File: config.mk
export PLATFORM = sky130hd
export DESIGN_NAME = mem_arbiter
export DESIGN_NICKNAME = d
export VERILOG_FILES = /design/src/rtl/mem_arbiter.sv
export SDC_FILE = /design/constraint.sdc
export NUM_CORES = 1
export LEC_CHECK = 0
export BUFFER_PORTS_ARGS = -buffer_cell sky130_fd_sc_hd__buf_2
export CORE_MARGIN = 5
export CORE_UTILIZATION = 48
export CTS_BUF_LIST = sky130_fd_sc_hd__clkbuf_4
export CTS_CLUSTER_DIAMETER = 50
export CTS_CLUSTER_SIZE = 12
export DETAILED_ROUTE_END_ITERATION = 7
export GPL_ROUTABILITY_DRIVEN = 0
export MAX_ROUTING_LAYER = met4
export PLACE_DENSITY = 0.82
export SETUP_SLACK_MARGIN = 0.05
export SYNTH_ARGS = -nofsm -noshare
export SYNTH_HDL_FRONTEND = slang
export SYNTH_SLANG_ARGS = --single-unit
File: constraint.sdc
create_clock -name clk -period 2.55 [get_ports clk]
set_input_delay 0.255 -clock clk [delete_from_list [all_inputs] [get_ports clk]]
set_output_delay 0.255 -clock clk [all_outputs]
set_load 0.05 [all_outputs]
File: src/rtl/mem_arbiter.sv
// mem_arbiter: two requesters share one fixed-latency memory port.
// Each access runs STROBE (1 cycle), WAIT (WAIT_CYCLES cycles) and DONE (1 cycle).
// Optional feature macro: ARB_ROUND_ROBIN_EN. When it is defined, ties go to the port that was
// not granted last. When it is undefined (default), ties always go to port 0.
module mem_arbiter #(
    parameter int unsigned WAIT_CYCLES = 4,
    parameter int unsigned AW          = 16,
    parameter int unsigned DW          = 32
) (
    input  logic          clk,
    input  logic          reset,
    input  logic          Req0Strobe,
    input  logic          Req0RW,
    input  logic [AW-1:0] Req0Addr,
    input  logic [DW-1:0] Req0WData,
    output logic          Req0Done,
    output logic [DW-1:0] Req0RData,
    input  logic          Req1Strobe,
    input  logic          Req1RW,
    input  logic [AW-1:0] Req1Addr,
    input  logic [DW-1:0] Req1WData,
    output logic          Req1Done,
    output logic [DW-1:0] Req1RData,
    output logic          MStrobe,
    output logic          MRW,
    output logic [AW-1:0] MAddr,
    output logic [DW-1:0] MWData,
    input  logic [DW-1:0] MRData,
    output logic          Busy,
    output logic          Grant
);

    typedef enum logic [1:0] {StIdle, StStrobe, StWait, StDone} state_e;

    state_e        state_q, state_d;
    logic          grant_q, grant_d;
    logic          rw_q, rw_d;
    logic [AW-1:0] addr_q, addr_d;
    logic [DW-1:0] wdata_q, wdata_d;
    logic [DW-1:0] rdata0_q, rdata0_d;
    logic [DW-1:0] rdata1_q, rdata1_d;
    logic [7:0]    cnt_q, cnt_d;
    logic          any_req;
    logic          winner;
`ifdef ARB_ROUND_ROBIN_EN
    logic          ptr_q, ptr_d;
`endif

    // Pick the port that wins if a grant happens this cycle
    always_comb begin
        any_req = Req0Strobe | Req1Strobe;
`ifdef ARB_ROUND_ROBIN_EN
        if (Req0Strobe && Req1Strobe) begin
            winner = ~ptr_q;
        end else begin
            winner = ~Req0Strobe;
        end
`else
        // Port 0 has fixed priority; port 1 only wins when port 0 is not asking
        winner = ~Req0Strobe;
`endif
    end

    // Next-state logic for the access sequencer and its captured request
    always_comb begin
        state_d  = state_q;
        grant_d  = grant_q;
        rw_d     = rw_q;
        addr_d   = addr_q;
        wdata_d  = wdata_q;
        rdata0_d = rdata0_q;
        rdata1_d = rdata1_q;
        cnt_d    = cnt_q;
`ifdef ARB_ROUND_ROBIN_EN
        ptr_d    = ptr_q;
`endif
        unique case (state_q)
            StIdle: begin
                if (any_req) begin
                    state_d = StStrobe;
                    grant_d = winner;
                    rw_d    = winner ? Req1RW    : Req0RW;
                    addr_d  = winner ? Req1Addr  : Req0Addr;
                    wdata_d = winner ? Req1WData : Req0WData;
`ifdef ARB_ROUND_ROBIN_EN
                    ptr_d   = winner;
`endif
                end
            end
            StStrobe: begin
                cnt_d   = 8'(WAIT_CYCLES);
                state_d = StWait;
            end
            StWait: begin
                cnt_d = cnt_q - 8'd1;
                if (cnt_q == 8'd1) begin
                    state_d = StDone;
                    // Memory data is valid on the last wait cycle only
                    if (!rw_q) begin
                        if (grant_q) begin
                            rdata1_d = MRData;
                        end else begin
                            rdata0_d = MRData;
                        end
                    end
                end
            end
            StDone: begin
                state_d = StIdle;
            end
            default: begin
                state_d = StIdle;
            end
        endcase
    end

    // State register with synchronous reset; reset abandons any access in flight
    always_ff @(posedge clk) begin
        if (reset) begin
            state_q  <= StIdle;
            grant_q  <= 1'b0;
            rw_q     <= 1'b0;
            addr_q   <= '0;
            wdata_q  <= '0;
            rdata0_q <= '0;
            rdata1_q <= '0;
            cnt_q    <= 8'd0;
`ifdef ARB_ROUND_ROBIN_EN
            ptr_q    <= 1'b0;
`endif
        end else begin
            state_q  <= state_d;
            grant_q  <= grant_d;
            rw_q     <= rw_d;
            addr_q   <= addr_d;
            wdata_q  <= wdata_d;
            rdata0_q <= rdata0_d;
            rdata1_q <= rdata1_d;
            cnt_q    <= cnt_d;
`ifdef ARB_ROUND_ROBIN_EN
            ptr_q    <= ptr_d;
`endif
        end
    end

    // Outputs decode directly from registered state
    always_comb begin
        MStrobe   = (state_q == StStrobe);
        Busy      = (state_q != StIdle);
        Req0Done  = (state_q == StDone) && !grant_q;
        Req1Done  = (state_q == StDone) && grant_q;
        Grant     = grant_q;
        MRW       = rw_q;
        MAddr     = addr_q;
        MWData    = wdata_q;
        Req0RData = rdata0_q;
        Req1RData = rdata1_q;
    end

endmodule

==> results_dict.tcl, run 1 <==
set metrics [dict create \
    slew-limit-headroom 0.572 \
    die_h_um 116 \
    final.setup.tns_ns 0 \
    hp-class "in2reg" \
    syn-num-nets 676 \
    ys.flop_type "dfxtp_1" \
    routedWlPerCell_um 15.8 \
    core-area_um2 11000 \
    die_area_um2 13600 \
    setup_violations 0 \
    worst_pin_slew_ns 0.642 \
    hold_depth 3 \
    ant_nets 0 \
    worstSetupEndpointType "register" \
    hold_path.startpoint "MRData[18]" \
    cts-root-buf "clkbuf_4" \
    max_cap_viol_count 0 \
    grt_max_degree 99 \
    syn_to_final_growth_pct 35.5 \
    clk_pin_slew_ns 0.10 \
    htree_levels 4 \
    finalHoldViolCount 0 \
    slowest_stage "or4b_4" \
    antenna_found_initial 4 \
    io_pins 252 \
    critical-path-top-delay-family "simple AND/OR/NAND/NOR gates" \
    arrival_ns 2.60 \
    io_buffers 251 \
    yosysWarningCount 0 \
    row_count 38 \
    period_needed_ns 2.15 \
    worst_path_largest_cell_delay_ns 0.53 \
    max_freq_mhz 465 \
    fillers 839 \
    grt_pass1_wl_um 23500 \
    multi_input_area_um2 2710 \
    crit_type "reg2reg" \
    die_w_um 116 \
    ys_ff_latch 124 \
    seq_area_um2 2480 \
    cp_num_buf_inv 1 \
    r2r_start "state_q[0]$_SDFFE_PP0P_" \
    clk_path_buf_depth 2 \
    cts_made_buffers 17 \
    vias 4801 \
    reg2reg_depth 5 \
    avgViaCountPerCell 5.03 \
    start_util 0.495 \
    first_iter_violations 238 \
    cp.required_ns 3.00 \
    dp_hpwl_um 11200 \
    syn_area_um2 5440 \
    drt-pass1-iter-count 4 \
    fin_nets 938 \
    path_max_fanout 10 \
    postSynthAreaPerCell_um2 10.2 \
    slew_viol_final 0 \
    hold_end "Req1RData[18]$_SDFFE_PP0P_" \
    clock_sinks 124 \
    routed_wl_um 15100 \
    postLayoutCoreUtil 0.671 \
    rsz0062_at_grt "false" \
    grt_overflow 0 \
    ys_types 35 \
    powerDensity_nw_per_um2 924 \
    synth_edf_count 0 \
    crit_cells 5 \
    period_share 0.844 \
    reg2reg_slack_ns 0.40 \
    cts_tree "yes" \
    cp_cell_sequence "inv_1 > ha_1 > or4b_4 > or4_1 > a21oi_1" \
    startpoint_type "register" \
    p_leak_nw 3.66 \
    clkLatencyLatePin_ns 0.52 \
    async_reset_ff_frac 0 \
    peakVddDrop_uv 619 \
    syn_inst 535 \
    drc 0 \
    status "completed" \
    ys_seq_area_frac 0.456 \
    grt_usage 0.227 \
    fin_skew_ns 0.0177 \
    cts_resized 0 \
    r2r_end "cnt_q[5]$_SDFFE_PP0P_" \
    grt_pass1_vias 5004 \
    drive_above_1_share 0.363 \
]
==> logic make-up (layout without fill, tap and decap cells) <==
kind of cell	count (synthesis)	after routing	share of synthesized area
adders and majority gates	7	7	0.0161
muxes	113	113	0.208
and+or+nand+nor	172	172	0.180
other	0	5	0
xor gates and xnor gates	2	2	0.00322
DFF	124	124	0.456
buffers and inverters	49	324	0.0456
AOI/OAI and AO/OA	68	68	0.0906
==> cell usage in the layout, fill, tap and decap left out, types with 2 or more instances in the layout <==
cell and count:
mux2i_1 113, nand4_1 2, buf_12 4, nand2b_1 96, bufinv_16 4, dlygate4sd3_1 28
or3_1 5, dfxtp_1 124, buf_4 3, or4_1 2, clkbuf_4 18, clkinvlp_4 3
ha_1 7, nor2_1 55, clkinv_4 4, a211oi_1 52, diode_2 5, buf_2 250
a21oi_1 6, o21ai_0 4, nor2b_1 3, inv_1 7
==> worst max path at each step <==
stage	startpoint	endpoint	slack, ns
CTS	state_q[0]$_SDFFE_PP0P_	cnt_q[5]$_SDFFE_PP0P_	0.42
floorplan	state_q[0]$_SDFFE_PP0P_	cnt_q[5]$_SDFFE_PP0P_	0.62
finish	state_q[0]$_SDFFE_PP0P_	cnt_q[5]$_SDFFE_PP0P_	0.40
global placement	state_q[0]$_SDFFE_PP0P_	cnt_q[5]$_SDFFE_PP0P_	0.52
detailed placement	state_q[0]$_SDFFE_PP0P_	cnt_q[5]$_SDFFE_PP0P_	0.42
global route	state_q[0]$_SDFFE_PP0P_	cnt_q[5]$_SDFFE_PP0P_	0.28
==> registers in the layout, summed over array words and instances (netlist names) <==
register   cells
Grant          1
Req1RData     32
cnt_q          8
Req0RData     32
MRW            1
MWData        32
state_q        2
MAddr         16
==> power breakdown <==
part	internal [mW]	leakage [nW]	switching [mW]	total, mW
logic	0.793	2.48	1.98	2.77
registers	2.28	1.01	0.217	2.49
clock network	0.792	0.166	0.754	1.55
==> routing by layer <==
| metal | part of all wire | GRT usage | up-vias | wire (µm) |
|---|---|---|---|---|
| met5 | 0 | - | - | 0 |
| met4 | 0.018 | 0.0936 | 0 | 274 |
| met3 | 0.085 | 0.0663 | 24 | 1290 |
| met2 | 0.49 | 0.387 | 195 | 7450 |
| met1 | 0.40 | 0.247 | 2170 | 6100 |
| li1 | - | - | 2412 | - |
==> final cells by class <==
class                           instances  share of cell area
Clock buffer                           18              0.0183
Tap cell                              140              0.0238
Multi-Input combinational cell        362               0.368
Antenna cell                            5             0.00170
Sequential cell                       124               0.337
Timing Repair Buffer                  285               0.222
Clock inverter                         14              0.0265
Inverter                                7             0.00356
==> tightest hold or removal path: cells and delay by family <==
family | cells | cell delay [ns]
buf+inv | 1 | 0.10
mux | 1 | 0.07
simple gates | 1 | 0.09
==> cells in the mapped netlist (2+ instances only) <==
cell type,count,area [µm²]
a211oi_1,52,390
a21oi_1,6,30.0
buf_1,2,7.51
buf_2,6,30.0
buf_6,7,78.8
clkbuf_1,26,97.6
dfxtp_1,124,2480
ha_1,7,87.6
inv_1,7,26.3
mux2i_1,113,1130
nand2b_1,96,601
nand4_1,2,12.5
nor2_1,55,206
nor2b_1,3,18.8
o21ai_0,4,20.0
or3_1,5,31.3
or4_1,2,15.0
==> timing repair <==
item,CTS,global route
hold endpoints to repair,51,0
hold buffers,28,0
setup buffers,0,0
==> per-stage QoR <==
| stage | hold WS (ns) | worst slack (ns) | instance area, µm² | instances | total power [mW] |
|---|---|---|---|---|---|
| finish | 0.0536 | 0.398 | 7370 | 955 | 6.81 |
| global route | 0.00560 | 0.282 | 7370 | 954 | 7.19 |
| floorplan | 0.431 | 0.623 | 5440 | 535 | 4.63 |
| global placement | 0.456 | 0.517 | 6750 | 890 | 5.19 |
| detailed placement | 0.462 | 0.419 | 6750 | 890 | 5.27 |
| CTS | 0.0000203 | 0.419 | 7360 | 950 | 6.87 |
No activity file was read; power rests on OpenSTA's default activity.
==> inputs of run 2 (changes only) <==
Settings changed: ABC_AREA from default to 1.
Clock period 2.55 ns to 2.1 ns, I/O delays scaled along.
==> run 2 against run 1 <==
Effect of this change:
- routed wire length grew 41%
- non-clock buffer count rose by 91
- flip-flop and latch count stayed put
- synthesized cell count up 40%
- synthesized area fell by 0.37%
- clock skew increased by 0.0076 ns
- core utilization is 6.8 points higher
- via count rose by 41%
- global-route usage up 8.7 points
- largest power group unchanged
- highest routed layer unchanged
==> results_dict.tcl, run 2 <==
set metrics [dict create \
    start_util 0.496 \
    grt_max_degree 101 \
    startpoint_type "register" \
    grt_usage 0.314 \
    syn_to_final_growth_pct 49.1 \
    hp-class "in2reg" \
    yosysWarningCount 0 \
    cts_tree "yes" \
    max_freq_mhz 524 \
    clkLatencyLatePin_ns 0.50 \
    first_iter_violations 842 \
    drc 0 \
    avgViaCountPerCell 5.48 \
    async_reset_ff_frac 0 \
    die_w_um 116 \
    slew_viol_final 0 \
    synth_edf_count 0 \
    period_needed_ns 1.91 \
    yosys-top-cells-count "nand2_1, dfxtp_1, nor2_1" \
    slowest_stage "dlygate4sd3_1" \
    crit_type "reg2reg" \
    grt_overflow 0 \
    internal_power_mw 4.67 \
    clock_sinks 124 \
    setup_violations 0 \
    clk_path_buf_depth 2 \
    powerDensity_nw_per_um2 1140 \
    setup_ws_ns 0.193 \
    arrival_ns 2.29 \
    top_usage_layer "met2" \
    postSynthAreaPerCell_um2 7.23 \
    whs_ns 0.0453 \
    rsz0062_at_grt "false" \
    ys_types 27 \
    drive_above_1_share 0.279 \
    period_share 0.908 \
    clk_pin_slew_ns 0.13 \
    slew-limit-headroom 0.705 \
    yosysMostFrequentCell "nand2_1" \
    fin_skew_ns 0.0253 \
    max_cap_viol_count 0 \
    path_max_fanout 12 \
    routed_wl_um 21300 \
    synth_top_area_cell "dfxtp_1" \
    pre_cts_slack_ns 0.506 \
    p_comb_frac 0.485 \
    syn-num-nets 890 \
    die_area_um2 13500 \
    ant_nets 0 \
    path_common_cell "o21ai_1" \
    gr-usage-met3 0.0922 \
    die_h_um 116 \
    cp.required_ns 2.48 \
    routedWlPerCell_um 17.2 \
    syn_inst 749 \
    layout_common_cells "buf_2, nand2_1, dfxtp_1, dlygate4sd3_1, nor2_1" \
    htree_levels 4 \
    vias 6793 \
    drt-pass1-iter-count 7 \
    row_count 38 \
    fin_nets 1226 \
    use_met1 0.343 \
    ys_seq_area_frac 0.458 \
    worst_path_largest_cell_delay_ns 0.59 \
    peakVddDrop_uv 810 \
    cts_made_buffers 17 \
    cts-root-buf "clkbuf_4" \
    layout_commonest_cell "buf_2" \
    p_leak_nw 3.99 \
    power_switching_mw 4.52 \
    ys_ff_latch 124 \
    syn_area_um2 5420 \
    core-area_um2 10900 \
    yosysTopAreaCellShare 0.458 \
    worstSetupEndpointType "register" \
    antenna_found_initial 1 \
    final.setup.tns_ns 0 \
    io_buffers 251 \
    worst_pin_slew_ns 0.442 \
    grt_pass1_wl_um 32300 \
    synth.area.top_cells "dfxtp_1, nand2_1, a21oi_1, nand3_1, a31oi_1" \
    grtUsageMet2 0.510 \
    finalHoldViolCount 0 \
    status "completed" \
    p_sw_frac 0.492 \
    dp_hpwl_um 11700 \
    clkPwrFrac 0.170 \
    ys.flop_type "dfxtp_1" \
    io_pins 252 \
    grt_pass1_vias 6453 \
    seqPwrFrac 0.345 \
    cp_cell_sequence "inv_1 > ha_1 > o21ai_1 > inv_2 > o21ai_1 > a31oi_1 > dlygate4sd3_1" \
]
==> run 2: cell families (layout without fill, tap and decap cells) <==
| logic type | Yosys count | count (layout) | share of synthesized area |
|---|---|---|---|
| simple gates | 329 | 329 | 0.249 |
| fa+ha+maj | 7 | 7 | 0.0162 |
| flops | 124 | 124 | 0.458 |
| xor+xnor | 1 | 1 | 0.00162 |
| buf+inv | 110 | 459 | 0.0977 |
| other cells | 0 | 1 | 0 |
| compound gates | 178 | 178 | 0.177 |
==> run 2: timing repair <==
item / in CTS / in global routing
gates resized for setup: 0 / 1
endpoints found under the setup margin: 0 / 3
setup buffers: 0 / 2
hold buffers: 110 / 0
hold endpoints to repair: 63 / 0
==> run 2: final timing paths <==
kind / from / to / slack (ns) / cells after the start
worst max-delay path: state_q[1]$_SDFFE_PP0P_ / MWData[12]$_SDFFE_PP0P_ / 0.19 / 7
worst min-delay path: MRData[6] / Req0RData[6]$_SDFFE_PP0P_ / 0.05 / 5
worst max register to register: state_q[1]$_SDFFE_PP0P_ / MWData[12]$_SDFFE_PP0P_ / 0.19 / 7
worst min register to register: Req1RData[27]$_SDFFE_PP0P_ / Req1RData[27]$_SDFFE_PP0P_ / 0.49 / 2
==> run 2: layer usage <==
layer	part of all wire	vias to the layer above
met2	0.47	510
met3	0.12	114
met1	0.35	3023
met4	0.054	0
li1	-	3146
met5	0	-
==> run 2: worst max-delay path, delay by kind of cell, from the launching register on <==
| kind | cells | cell delay, ns |
|---|---|---|
| buffers and inverters | 3 | 0.83 |
| AOI/OAI and AO/OA | 3 | 0.34 |
| DFF | 1 | 0.40 |
| adders and majority gates | 1 | 0.21 |
==> run 2: metrics by stage <==
stage               instances  total power [mW]  instance area (µm²)   util
finish                   1239              9.18                 8080  0.739
detailed placement       1094              7.17                 6700  0.613
floorplan                 749              6.26                 5420      -
global route             1239              9.64                 8080  0.739
CTS                      1236              8.93                 8060  0.737
global placement         1094              7.13                 6700  0.613
==> run 2: cell type report <==
type                       count  area, µm²
timing repair buffer         376       2560
clock inverter                14        123
multi-input combinational    515       2410
tap                          140        175
inverter                      51        193
clock buffer                  18        135
sequential                   124       2480
fill                         790       2850
antenna                        1       2.50
==> run 2: power by group through the flow <==
stage / clock (mW) / combinational, mW / sequential [mW]
floorplan: 0 / 1.93 / 4.33
global placement: 0 / 4.01 / 3.13
detailed placement: 0 / 4.04 / 3.13
CTS: 1.58 / 4.25 / 3.10
global route: 1.71 / 4.73 / 3.20
finish: 1.56 / 4.45 / 3.16
==> inputs of run 3 (changes only) <==
Settings changed: CORE_MARGIN 5 to 1, CORE_UTILIZATION 48 to 47, CTS_BUF_LIST sky130_fd_sc_hd__clkbuf_4 to default, CTS_CLUSTER_SIZE 12 to 25, PLACE_DENSITY 0.82 to 0.8.
==> run 3 against run 2 <==
Effect of this change:
- critical path depth unchanged
- cell count fell by 9.1%
- power up 8.9%
- clock skew decreased by 0.015 ns
- routed wire length decreased by 29%
- register-to-register slack improved by 0.20 ns
- clock power is 89% higher
- non-clock buffer count decreased by 115
- maximum frequency up 12%
- via count is 16% lower
- clock-buffer cell count fell by 1
- critical path type unchanged
- largest power group unchanged
==> results_dict.tcl, run 3 (same netlist as run 2, synthesis figures left out) <==
set metrics [dict create \
    status "completed" \
    stdcell_count 1126 \
    cts_hold_buf 0 \
    max_cap_viol_count 0 \
    start_util 0.491 \
    postCtsSetupBuffers 0 \
    routed_wl_um 15200 \
    cp.required_ns 2.40 \
    vias 5694 \
    io_pins 252 \
    peakVddDrop_uv 757 \
    grt_usage 0.259 \
    routedWlPerCell_um 13.5 \
    dp_hpwl_um 10400 \
    die_h_um 109 \
    cp_cell_sequence "nor2_1 > nand2_1 > nor2_4 > buf_12 > nand3_1 > nand2_1 > nor2_1" \
    crit_type "reg2reg" \
    path_max_fanout 85 \
    fillers 978 \
    grt_overflow 0 \
    grt_pass1_wl_um 23400 \
    seq_area_um2 2480 \
    fin_nets 1111 \
    avgViaCountPerCell 5.06 \
    grt_max_degree 99 \
    die_w_um 109 \
    r2r_end "Req0RData[9]$_SDFFE_PP0P_" \
    clk_pin_slew_ns 0.06 \
    setup_violations 0 \
    max_freq_mhz 587 \
    reg2reg_slack_ns 0.40 \
    htree_levels 4 \
    clock_sinks 124 \
    period_needed_ns 1.70 \
    reg2reg_depth 7 \
    worst_pin_slew_ns 0.736 \
    antenna_found_initial 4 \
    rsz0062_at_grt "false" \
    powerDensity_nw_per_um2 1380 \
    hp-class "in2reg" \
    syn_to_final_growth_pct 34.1 \
    dp_cells 1091 \
    worst_path_largest_cell_delay_ns 0.35 \
    drive_above_1_share 0.305 \
    fin_skew_ns 0.0105 \
    die_area_um2 12000 \
    ant_nets 0 \
    cts_made_buffers 17 \
    worstSetupEndpointType "register" \
    clk_path_buf_depth 2 \
    layout_common_cells "buf_2, nand2_1, dfxtp_1, nor2_1, a21oi_1" \
    grt_pass1_vias 5090 \
    cts_resized 0 \
    final.setup.tns_ns 0 \
    hold_path.startpoint "Req0WData[30]" \
    core-area_um2 11000 \
    r2r_start "cnt_q[4]$_SDFFE_PP0P_" \
    p_leak_nw 3.64 \
    layout_commonest_cell "buf_2" \
    hold_depth 3 \
    drc 0 \
    hold_end "MWData[30]$_SDFFE_PP0P_" \
    finalHoldViolCount 0 \
    slew-limit-headroom 0.509 \
    arrival_ns 2.00 \
    slowest_stage "buf_12" \
    slew_viol_final 0 \
    first_iter_violations 522 \
    clkLatencyLatePin_ns 0.41 \
    multi_input_area_um2 2410 \
    cts-root-buf "clkbuf_16" \
    startpoint_type "register" \
    whs_ns 0.0619 \
    cts_tree "yes" \
    io_buffers 251 \
    period_share 0.811 \
    drt-pass1-iter-count 5 \
    row_count 38 \
]
## run 3: cell count changes in the layout (fill, tap and decap cells not counted), sizes merged
cell         delta
clkbuf          -1
bufinv          +2
buf             -5
inv             -2
dlygate4sd3   -110
diode           +3
## run 3: worst max-delay path by stage
stage / start / to / slack (ns) / depth (start not counted)
2_1_floorplan: Grant$_SDFFE_PP0P_ / Req1RData[10]$_SDFFE_PP0P_ / 0.40 / 6
3_3_place_gp: state_q[0]$_SDFFE_PP0P_ / cnt_q[6]$_SDFFE_PP0P_ / 0.46 / 7
3_5_place_dp: cnt_q[1]$_SDFFE_PP0P_ / Req0RData[13]$_SDFFE_PP0P_ / 0.44 / 8
4_1_cts: cnt_q[4]$_SDFFE_PP0P_ / Req0RData[9]$_SDFFE_PP0P_ / 0.42 / 7
5_1_grt: state_q[0]$_SDFFE_PP0P_ / cnt_q[6]$_SDFFE_PP0P_ / 0.22 / 7
6_report: cnt_q[4]$_SDFFE_PP0P_ / Req0RData[9]$_SDFFE_PP0P_ / 0.40 / 7
## run 3: power by group
group          leakage [nW]  switching [mW]  internal [mW]  total, mW
clock network         0.281            1.08           1.86       2.95
registers              1.01           0.285           2.81       3.10
logic                  2.34            2.95           1.01       3.96
## run 3: routing by layer
metal	up-vias	share of wire	GRT usage
met1	2504	0.41	0.296
met3	32	0.080	0.0735
met5	-	0	-
met2	241	0.48	0.427
li1	2917	-	-
met4	0	0.024	0.110
## run 3: final cells by class
cell class,count,area share
Timing Repair Buffer,261,0.192
Multi-Input combinational cell,515,0.332
Inverter,51,0.0265
Sequential cell,124,0.342
Tap cell,140,0.0241
Clock buffer,17,0.0586
Antenna cell,4,0.00138
Clock inverter,14,0.0239
## run 3: critical path: cells and delay by family, from the launching register on
kind / cells / cell delay, ns
flip-flops: 1 / 0.33
buffers and inverters: 1 / 0.35
AND/OR/NAND/NOR: 6 / 0.90
## run 3: through the flow
stage | total power [mW] | util | setup WS [ns] | area, µm²
finish | 10.0 | 0.659 | 0.397 | 7270
global route | 10.6 | 0.659 | 0.223 | 7270
CTS | 10.0 | 0.658 | 0.424 | 7260
detailed placement | 7.07 | 0.603 | 0.440 | 6660
global placement | 7.04 | 0.603 | 0.465 | 6660
floorplan | 6.26 | - | 0.402 | 5420
